===== config.mk =====
export PLATFORM = sky130hd
export DESIGN_NAME = addsub_mul_pipe
export DESIGN_NICKNAME = d
export VERILOG_FILES = /design/src/rtl/addsub_mul_pkg.sv /design/src/rtl/addsub_mul_stage.sv /design/src/rtl/addsub_mul_pipe.sv
export SDC_FILE = /design/constraint.sdc
export NUM_CORES = 1
export LEC_CHECK = 0
export BUFFER_PORTS_ARGS = -buffer_cell sky130_fd_sc_hd__buf_2
export CAP_MARGIN = 20
export CORE_MARGIN = 8
export CORE_UTILIZATION = 55
export CTS_CLUSTER_DIAMETER = 200
export DETAILED_ROUTE_END_ITERATION = 10
export GPL_TIMING_DRIVEN = 0
export PLACE_DENSITY = 0.86
export SLEW_MARGIN = 15
export SYNTH_ARGS = -nofsm -noshare
export SYNTH_HDL_FRONTEND = slang
export SYNTH_SLANG_ARGS = --single-unit

===== constraint.sdc =====
create_clock -name clk -period 14.4 [get_ports clk]
set_input_delay 3.6 -clock clk [delete_from_list [all_inputs] [get_ports clk]]
set_output_delay 3.6 -clock clk [all_outputs]
set_load 0.005 [all_outputs]

===== src/rtl/addsub_mul_pkg.sv =====
// Shared constants for the add/subtract-then-multiply pipeline.
package addsub_mul_pkg;

  localparam logic OP_ADD        = 1'b1;
  localparam logic OP_SUB        = 1'b0;
  localparam int   DEFAULT_WIDTH = 8;

endpackage


===== src/rtl/addsub_mul_stage.sv =====
// One pipeline stage: valid bit that advances with adv, plus a data register
// whose load enable is supplied by the parent.
module addsub_mul_stage
  import addsub_mul_pkg::*;
#(
  parameter int DW = 8
) (
  input  logic          clk,
  input  logic          rst,
  input  logic          adv,
  input  logic          load,
  input  logic          in_valid,
  input  logic [DW-1:0] in_data,
  output logic          valid,
  output logic [DW-1:0] data
);

  always_ff @(posedge clk) begin
    if (rst) begin
      valid <= 1'b0;
      data  <= '0;
    end else begin
      if (adv) valid <= in_valid;
      if (load) data <= in_data;
    end
  end

endmodule


===== src/rtl/addsub_mul_pipe.sv =====
// Three-stage pipeline computing (a +/- b) * c with overflow flag.
// Optional macro ADDSUB_MUL_CG_EN: data registers load only for valid data.
module addsub_mul_pipe
  import addsub_mul_pkg::*;
#(
  parameter int WIDTH = DEFAULT_WIDTH
) (
  input  logic               clk,
  input  logic               rst,
  input  logic               in_valid,
  output logic               in_ready,
  input  logic [WIDTH-1:0]   a,
  input  logic [WIDTH-1:0]   b,
  input  logic [WIDTH-1:0]   c,
  input  logic               s,
  output logic               out_valid,
  input  logic               out_ready,
  output logic [2*WIDTH-1:0] d,
  output logic               ovf
);

  localparam int OUT_W = 2 * WIDTH;
  localparam int SUM_W = WIDTH + 2;
  localparam int P_W   = 2 * WIDTH + 3;
  localparam int S1_W  = SUM_W + WIDTH;
  localparam int S3_W  = OUT_W + 1;

  // Handshake: a set transfers on an edge with in_valid && in_ready; a result
  // leaves on an edge with out_valid && out_ready. The whole pipe advances
  // together whenever the output register is empty or being drained.
  logic adv;
  assign adv      = !out_valid || out_ready;
  assign in_ready = adv;

  logic             s1_valid, s2_valid, s3_valid;
  logic [S1_W-1:0]  s1_data;
  logic [P_W-1:0]   s2_data;
  logic [S3_W-1:0]  s3_data;
  logic             ld1, ld2, ld3;

`ifdef ADDSUB_MUL_CG_EN
  assign ld1 = adv & in_valid;
  assign ld2 = adv & s1_valid;
  assign ld3 = adv & s2_valid;
`else
  assign ld1 = adv;
  assign ld2 = adv;
  assign ld3 = adv;
`endif

  // Two extra bits hold the carry of a+b and the sign of a-b.
  logic [SUM_W-1:0] sum_c;
  always_comb begin
    sum_c = '0;
    if (s == OP_SUB) sum_c = {2'b00, a} - {2'b00, b};
    else             sum_c = {2'b00, a} + {2'b00, b};
  end

  addsub_mul_stage #(.DW(S1_W)) u_stage1 (
    .clk(clk), .rst(rst), .adv(adv), .load(ld1),
    .in_valid(in_valid), .in_data({sum_c, c}),
    .valid(s1_valid), .data(s1_data)
  );

  logic signed [P_W-1:0] sum_x, c_x, prod_c;
  assign sum_x  = P_W'($signed(s1_data[S1_W-1:WIDTH]));
  assign c_x    = P_W'({1'b0, s1_data[WIDTH-1:0]});
  assign prod_c = sum_x * c_x;

  addsub_mul_stage #(.DW(P_W)) u_stage2 (
    .clk(clk), .rst(rst), .adv(adv), .load(ld2),
    .in_valid(s1_valid), .in_data(prod_c),
    .valid(s2_valid), .data(s2_data)
  );

  // Exact product is out of range if negative or any bit above OUT_W is set.
  logic ovf_c;
  assign ovf_c = s2_data[P_W-1] | (|s2_data[P_W-2:OUT_W]);

  addsub_mul_stage #(.DW(S3_W)) u_stage3 (
    .clk(clk), .rst(rst), .adv(adv), .load(ld3),
    .in_valid(s2_valid), .in_data({ovf_c, s2_data[OUT_W-1:0]}),
    .valid(s3_valid), .data(s3_data)
  );

  assign out_valid = s3_valid;
  assign d         = s3_data[OUT_W-1:0];
  assign ovf       = s3_data[OUT_W];

endmodule


After elaboration in Yosys (flattened, before gate mapping)
Index checks and enable logic that the tools add are counted.
W data, S select, Z words.
{"block": "word_totals", "wordCells": 14, "in_bits": 29, "regBits": 57}
{"block": "classes", "mux": 1, "mul": 1, "reduce_logical": 3, "add_sub_neg": 2, "bitwise_logic": 1}
{"op": "$mul A10 B9 Y19", "count": 1}
{"op": "$mux W10", "count": 1}
{"op": "$add A8 B8 Y9", "count": 1}
{"op": "$sub A8 B8 Y9", "count": 1}
{"op": "$reduce_or A2 Y1", "count": 1}
{"op": "$logic_not A1 Y1", "count": 1}
{"op": "$logic_or A1 B1 Y1", "count": 1}
{"op": "$or A1 B1 Y1", "count": 1}

Logic depth before layout (Yosys ltp)
Gate-level depths: netlist of run 1.
{"block": "logic_depth", "depth_word": 2, "ltp_mapped": 18, "mapped_depth_nobuf": 17}

By module
From an unflattened synthesis of run 1, not the netlist that was laid out.
{"block": "unflattened", "hier_cells": 652, "hier_area_um2": 5884.4}
{"module": "addsub_mul_pipe", "instances": 1, "seq_area_each_um2": 0.0, "area_each_um2": 3837.4, "cells_each": 469}
{"module": "addsub_mul_stage at u_stage2", "instances": 1, "seq_area_each_um2": 400.4, "area_each_um2": 714.4, "cells_each": 64}
{"module": "addsub_mul_stage at u_stage1", "instances": 1, "seq_area_each_um2": 380.4, "area_each_um2": 683.2, "cells_each": 61}
{"module": "addsub_mul_stage at u_stage3", "instances": 1, "seq_area_each_um2": 360.3, "area_each_um2": 649.4, "cells_each": 58}

Least setup slack after synthesis of run 1
Ideal clock, no wire load.
{"block": "synth_path", "path_type": "input to output", "from": "in out_ready", "to": "out in_ready", "path_stages": 4, "slack_ps": 6523, "t_arrival_ps": 4277, "cell_sequence": "nor2b_1 inv_1 clkbuf_1 buf_1"}
{"block": "synth_between", "elab_chain_len": 1}
{"element": "start: declaration", "line_no": "addsub_mul_pipe.sv:17", "rtl": "input logic out_ready,"}
{"element": "$logic_or A1 B1 Y1", "line_no": "addsub_mul_pipe.sv:32", "rtl": "assign adv = !out_valid || out_ready;"}
{"element": "end: declaration", "line_no": "addsub_mul_pipe.sv:11", "rtl": "output logic in_ready,"}
Every way passes these cells.

Worst setup path after layout of run 1
Same ends and word-level chain as after synthesis.

==> results.yml, run 1 <==
grt:
  grt_pass1_wl_um: 22900
  grt-busiest-layer: "met2"
  use_met3: 0.0314
  antenna_found_initial: 0
  grt_pass1_vias: 5109
  grt_max_degree: 11
  use_met2: 0.340
  grt.overflow.total: 0
  use_met1: 0.224
  grt.total_usage: 0.196
floorplan:
  initial_utilization: 0.564
  core_area_mm2: 0.0103
  die_w_um: 119
  io_pins: 48
  die_area_mm2: 0.0141
  fp-row-count: 37
  die_y_um: 119
power:
  leakagePower_nw: 3.16
  power.density_mw_per_mm2: 86.1
  peakVddDrop_uv: 51.2
layout:
  final_nets: 921
  layout.area.seq_mm2: 0.00114
  multi_input_comb_area_mm2: 0.00404
  area_delta_synth_final_pct: 10.3
  drive_above_1_share: 0.0917
  final_area_mm2: 0.00640
  nFillCells: 855
  num_antenna_cells: 0
critical_path:
  cpMostUsedCell: "buf_2"
  r2r_slack_ps: 9300
  critPathTopFamily: "buffers and inverters"
  crit_path_top_delay_cell: "buf_1"
  path_cells: "buf_2, nor2b_1, inv_1, clkbuf_1, buf_1, buf_2"
  path_class: "input pin to output port"
  cp-start-kind: "input pin"
  path_buf_inv: 5
  critPathRequiredTime_ps: 10800
  worstPathArrival_ps: 5150
  worstPathMaxFanout: 10
  end_kind: "output port"
  slowest_delay_ps: 560
clock_tree:
  cts_setup_buffers: 0
  cts_tree: "yes"
  cts_buffers: 9
  cts_sinks: 57
  cts.path.max_buffers: 2
  cts_resized: 0
  ctsHoldBuffers: 0
  cts_max_level: 3
  cts-root-buf: "clkbuf_8"
  clk_latency_ps: 340
  clk_pin_slew_ps: 70
sta:
  period_needed_ps: 8750
  drv_slew: 0
  setup_tns_ps: 0
  worstMarginPinSlew_ps: 679
  fin_skew_ps: 7.82
  setup_violations: 0
  grt_setup_unrepaired: "false"
  finalHoldViolCount: 0
  max-slew-margin-rel: 0.547
  period_share: 0.608
  fmax_ghz: 0.114
synth:
  async_reset_ff_frac: 0
  yosysTopAreaCell: "fa_1"
  avgSynthCellArea_um2: 8.15
  syn_area_mm2: 0.00580
  synth_edf_count: 0
  synthTopCellsByArea: "fa_1, dfxtp_1, ha_1, inv_1, nand2_1"
  yosysWarnings: 0
  synth_nets: 863
  ys_types: 50
  yosysSeqAreaShare: 0.197
  syn-instance-count: 712
  synth_ff_type: "dfxtp_1"
  synth_top_area_frac: 0.235
  ys_ff_latch: 57
outcome:
  status: "completed"
route:
  wirelength_um: 13000
  drc: 0
  viasPerCell: 5.40
  drt_first_pass_iters: 5
  routedWlPerCell_um: 14.3
  drtIter0Drc: 385
  ant_nets: 0
  vias: 4912
placed_design:
  postPlaceCellArea_mm2: 0.00620
  place_hpwl_um: 10200
  finalWeightedCongestion: 0.883
  port_buffers: 47
run:
  maxCapViolCount: 0
hold_path:
  worst_hold_path_type: "flip-flop to flip-flop"
-- final timing paths --
| kind | cells after the start | startpoint | end |
|---|---|---|---|
| worst min register to register | 2 | u_stage3.data[8]$_SDFFE_PP0P_ | u_stage3.data[8]$_SDFFE_PP0P_ |
| worst max register to register | 15 | u_stage1.data[0]$_SDFFE_PP0P_ | u_stage2.data[18]$_SDFFE_PP0P_ |
| worst min-delay path | 2 | u_stage3.data[8]$_SDFFE_PP0P_ | u_stage3.data[8]$_SDFFE_PP0P_ |
| worst max-delay path | 6 | out_ready | in_ready |
-- sequential cells by signal (all words and copies together), names as in the netlist --
register / count
u_stage1.data: 18
u_stage1.valid: 1
u_stage2.data: 19
u_stage2.valid: 1
u_stage3.data: 17
u_stage3.valid: 1
-- power by group --
part	internal [W]	switching [W]	leakage, nW	total [W]
Combinational	0.0000870	0.000122	2.60	0.000209
Sequential	0.000179	0.0000118	0.469	0.000191
Clock	0.0000833	0.0000684	0.0981	0.000152
Total	0.000349	0.000202	3.16	0.000551
-- cell usage in the layout (no fill, tap or decap), types with 3 or more instances in the layout --
| cell | Yosys | final |
|---|---|---|
| nand3_1 | 6 | 6 |
| a2111oi_0 | 3 | 3 |
| a31oi_1 | 4 | 4 |
| a21oi_1 | 59 | 59 |
| buf_2 | 2 | 49 |
| nor2b_1 | 6 | 6 |
| clkbuf_8 | 0 | 10 |
| nor3_1 | 5 | 5 |
| dfxtp_1 | 57 | 57 |
| and2_1 | 41 | 41 |
| nor4_1 | 3 | 3 |
| buf_1 | 4 | 4 |
| o21ai_0 | 11 | 11 |
| nand2b_1 | 3 | 3 |
| inv_1 | 129 | 129 |
| a211oi_1 | 9 | 9 |
| ha_1 | 54 | 54 |
| nand2_1 | 129 | 129 |
| nor2_1 | 24 | 24 |
| o21ai_1 | 8 | 8 |
| xnor2_1 | 16 | 16 |
| clkbuf_1 | 28 | 28 |
| fa_1 | 68 | 68 |
| a21o_1 | 7 | 7 |
-- cell families (layout without fill, tap and decap cells) --
logic type | Yosys count | after routing | share of synthesized area
AO/OA/AOI/OAI | 122 | 122 | 0.135
XOR/XNOR | 18 | 18 | 0.0272
adder cells (fa/ha/maj) | 122 | 122 | 0.351
buffers and inverters | 163 | 225 | 0.106
flip-flops | 57 | 57 | 0.197
multiplexers | 2 | 2 | 0.00345
AND/OR/NAND/NOR | 228 | 228 | 0.180
-- routing by layer --
layer	vias to the layer above	share of wire
met3	46	0.056
met2	148	0.49
met5	-	0
met1	2357	0.40
li1	2361	-
met4	0	0.047
-- cells in the mapped netlist, types with 2 or more instances --
cell / instances
a2111oi_4: 2
a21oi_1: 59
nand3b_1: 2
a21o_1: 7
and2_1: 41
nand2_1: 129
o21bai_1: 2
a2111oi_0: 3
clkbuf_1: 28
fa_1: 68
nor2_1: 24
o21ai_1: 8
o31ai_1: 2
xor2_1: 2
mux2i_1: 2
nor2b_1: 6
and3_1: 2
a211oi_1: 9
inv_1: 129
or3_1: 2
o21ai_0: 11
a31oi_1: 4
nor3_1: 5
nand3_1: 6
nand2b_1: 3
a221o_1: 2
xnor2_1: 16
dfxtp_1: 57
buf_1: 4
buf_2: 2
ha_1: 54
nor4_1: 3
-- area by class of cell --
cell class,count,share of cell area
multi-input combinational,492,0.632
sequential,57,0.178
inverter,129,0.0757
timing repair buffer,47,0.0368
tap,136,0.0266
clock buffer,10,0.0215
buffer,34,0.0203
clock inverter,5,0.00880
-- stage by stage --
stage	total power, W	std cells	setup WS, ps	util	hold slack, ps
final	0.000551	910	5650	0.623	447
after floorplan	0.000349	712	6520	-	425
after global routing	0.000594	910	5570	0.623	468
after global placement	0.000394	895	5710	0.604	436
after detailed placement	0.000400	895	5710	0.604	440
after CTS	0.000552	910	5680	0.623	449
-- tightest hold or removal path: stages (launching register included) --
cell and delay, ps:
dfxtp_1 310, nand2_1 50, a21oi_1 50
Note: power is estimated with default switching activity, not from simulation.
==> run 2, diff against run 1 <==
Settings changed: ABC_AREA from default to 1, PLACE_DENSITY 0.86 to 0.89.
Clock period 14.4 ns to 7 ns, I/O delays scaled along.
==> results.yml, run 2 <==
clock_tree:
  cts_resized: 0
  clk_latency_ps: 330
  cts_tree: "yes"
  cts_buffers: 9
  ctsHoldBuffers: 0
  cts.path.max_buffers: 2
  cts-root-buf: "clkbuf_16"
  cts_sinks: 57
  cts_max_level: 3
  cts_setup_buffers: 0
  clk_pin_slew_ps: 50
critical_path:
  crit_cells: 18
  worstPathArrival_ps: 4920
  cpMostUsedCell: "fa_1"
  slowest_delay_ps: 670
  critPathRequiredTime_ps: 7210
  critPathCapture: "u_stage2.data[17]$_SDFFE_PP0P_"
  path_class: "flip-flop to flip-flop"
  r2r-start: "u_stage1.data[0]$_SDFFE_PP0P_"
  reg2reg_depth: 18
  path_buf_inv: 5
  worstPathMaxFanout: 10
  cp-start-kind: "flip-flop"
  path_cells: "clkbuf_1, nand2_1, fa_1, fa_1, inv_1, fa_1, inv_1, fa_1, inv_1, ha_1, inv_2, nor3_2, and2_1, nand2_1, nand3_1, nand2_1, nor2_1, nor2_1"
  end_kind: "flip-flop"
  reg2reg_to: "u_stage2.data[17]$_SDFFE_PP0P_"
  critPathTopFamily: "adder cells"
  startpoint: "u_stage1.data[0]$_SDFFE_PP0P_"
  crit_path_top_delay_cell: "fa_1"
  r2r_slack_ps: 2300
hold_path:
  worst_hold_path_type: "flip-flop to flip-flop"
  min_path_cells: 2
floorplan:
  die_y_um: 123
  die_w_um: 123
  initial_utilization: 0.556
  io_pins: 48
  core_area_mm2: 0.0112
  die_area_mm2: 0.0150
  fp-row-count: 39
layout:
  final_common_cell: "inv_1"
  area_delta_synth_final_pct: 11.4
  multi_input_comb_area_mm2: 0.00404
  largest_reg_flops: 19
  layout.area.seq_mm2: 0.00114
  utilization: 0.619
  num_antenna_cells: 0
  reg_top3: "u_stage2.data: 19 flops, u_stage1.data: 18 flops, u_stage3.data: 17 flops"
  largest-register: "u_stage2.data"
  final_nets: 1121
  layout_common_cells: "inv_1, nand2_1, nor2_1"
  nFillCells: 968
  drive_above_1_share: 0.0821
grt:
  grt.total_usage: 0.215
  grt.overflow.total: 0
  grt_pass1_wl_um: 26000
  antenna_found_initial: 0
  grt_max_degree: 11
  grt_pass1_vias: 5946
placed_design:
  finalWeightedCongestion: 0.893
  place_hpwl_um: 12000
  port_buffers: 47
sta:
  drv_slew: 0
  grt_setup_unrepaired: "false"
  period_needed_ps: 4700
  fin_skew_ps: 5.47
  setup_tns_ps: 0
  max-slew-margin-rel: 0.550
  worstMarginPinSlew_ps: 675
  fmax_ghz: 0.213
  setup_violations: 0
  period_share: 0.672
  finalHoldViolCount: 0
route:
  routedWlPerCell_um: 13.5
  drtIter0Drc: 416
  vias: 5787
  viasPerCell: 5.18
  drc: 0
  drt_first_pass_iters: 5
  wirelength_um: 15100
  ant_nets: 0
power:
  p_comb_frac: 0.370
  switching_share: 0.359
  seqPwrFrac: 0.300
  leakagePower_nw: 4.32
  power.density_mw_per_mm2: 187
  p_int_w: 0.000835
  power_switching_w: 0.000468
  p_clk_frac: 0.330
  peakVddDrop_uv: 231
synth:
  avgSynthCellArea_um2: 6.84
  async_reset_ff_frac: 0
  yosysWarnings: 0
  synthTopCellsByArea: "fa_1, dfxtp_1, inv_1, nand2_1, ha_1"
  ys_ff_latch: 57
  ys_types: 35
  synth_top_area_frac: 0.218
  synth_most_common_cell: "inv_1"
  yosysSeqAreaShare: 0.183
  synthTopCellsByCount: "inv_1, nand2_1, nor2_1"
  synth_ff_type: "dfxtp_1"
  yosysTopAreaCell: "fa_1"
  synth_edf_count: 0
  syn_area_mm2: 0.00624
  synth_nets: 1063
  syn-instance-count: 912
run:
  maxCapViolCount: 0
outcome:
  status: "completed"
-- run 2: cell types whose count changed in the layout (fill, tap and decap cells not counted), moves of 14 or more --
cell	before	now
a21oi_1	59	25
and2_1	41	3
inv_1	129	239
nand2_1	129	204
nand3_1	6	37
nor2_1	24	90
o21ai_0	11	55
xnor2_1	16	2
-- run 2: worst min path at each step --
| stage | from | to |
|---|---|---|
| 2_1_floorplan | u_stage2.valid$_SDFFE_PP0P_ | u_stage2.valid$_SDFFE_PP0P_ |
| 3_3_place_gp | u_stage2.valid$_SDFFE_PP0P_ | u_stage2.valid$_SDFFE_PP0P_ |
| 3_5_place_dp | u_stage2.valid$_SDFFE_PP0P_ | u_stage3.valid$_SDFFE_PP0P_ |
| 4_1_cts | u_stage2.valid$_SDFFE_PP0P_ | u_stage3.valid$_SDFFE_PP0P_ |
| 5_1_grt | u_stage2.valid$_SDFFE_PP0P_ | u_stage3.valid$_SDFFE_PP0P_ |
| 6_report | u_stage2.valid$_SDFFE_PP0P_ | u_stage3.valid$_SDFFE_PP0P_ |
-- run 2: stage by stage --
step                std cells  setup WS [ps]  power (W)  hold slack, ps  instance area (um2)
floorplan                 912           2800   0.000741             430                 6240
global placement         1102           2430   0.000844             443                 6660
detailed placement       1102           2340   0.000870             458                 6660
CTS                      1117           2300    0.00131             470                 6950
global route             1117           1970    0.00140             488                 6950
finish                   1117           2300    0.00130             466                 6950
-- run 2: area by class of cell --
cell class	count	share of cell area
buffer	36	0.0216
clock buffer	12	0.0369
multi-input combinational	576	0.581
sequential	57	0.164
tap	143	0.0257
clock inverter	3	0.00576
inverter	243	0.131
timing repair buffer	47	0.0338
-- run 2: power by group through the flow --
stage,clock network [W],logic (W),registers (W)
2_1_floorplan,0,0.000348,0.000393
3_3_place_gp,0,0.000451,0.000394
3_5_place_dp,0,0.000474,0.000396
4_1_cts,0.000436,0.000481,0.000391
5_1_grt,0.000447,0.000557,0.000396
6_report,0.000430,0.000482,0.000391
-- run 2: worst register-to-register path, stage by stage (launching register included) --
cell and delay [ps]:
dfxtp_1 320, clkbuf_1 390, nand2_1 230, fa_1 670
fa_1 640, inv_1 120, fa_1 490, inv_1 60
fa_1 530, inv_1 50, ha_1 370, inv_2 60
nor3_2 180, and2_1 140, nand2_1 70, nand3_1 90
nand2_1 50, nor2_1 90, nor2_1 50
-- run 2: cell families (layout without fill, tap and decap cells) --
family | Yosys count | in the layout | synth area share
DFF | 57 | 57 | 0.183
AOI/OAI and AO/OA | 93 | 93 | 0.0800
buffers and inverters | 279 | 341 | 0.170
and+or+nand+nor | 355 | 355 | 0.232
xor gates and xnor gates | 6 | 6 | 0.00842
adders and majority gates | 122 | 122 | 0.326
-- run 2: metal layers --
layer | vias to the layer above | track usage | wire [um]
li1 | 2795 | - | -
met1 | 2726 | 0.234 | 5760
met2 | 220 | 0.396 | 7660
met3 | 46 | 0.0345 | 1090
met4 | 0 | 0.110 | 624
met5 | - | 0 | 0
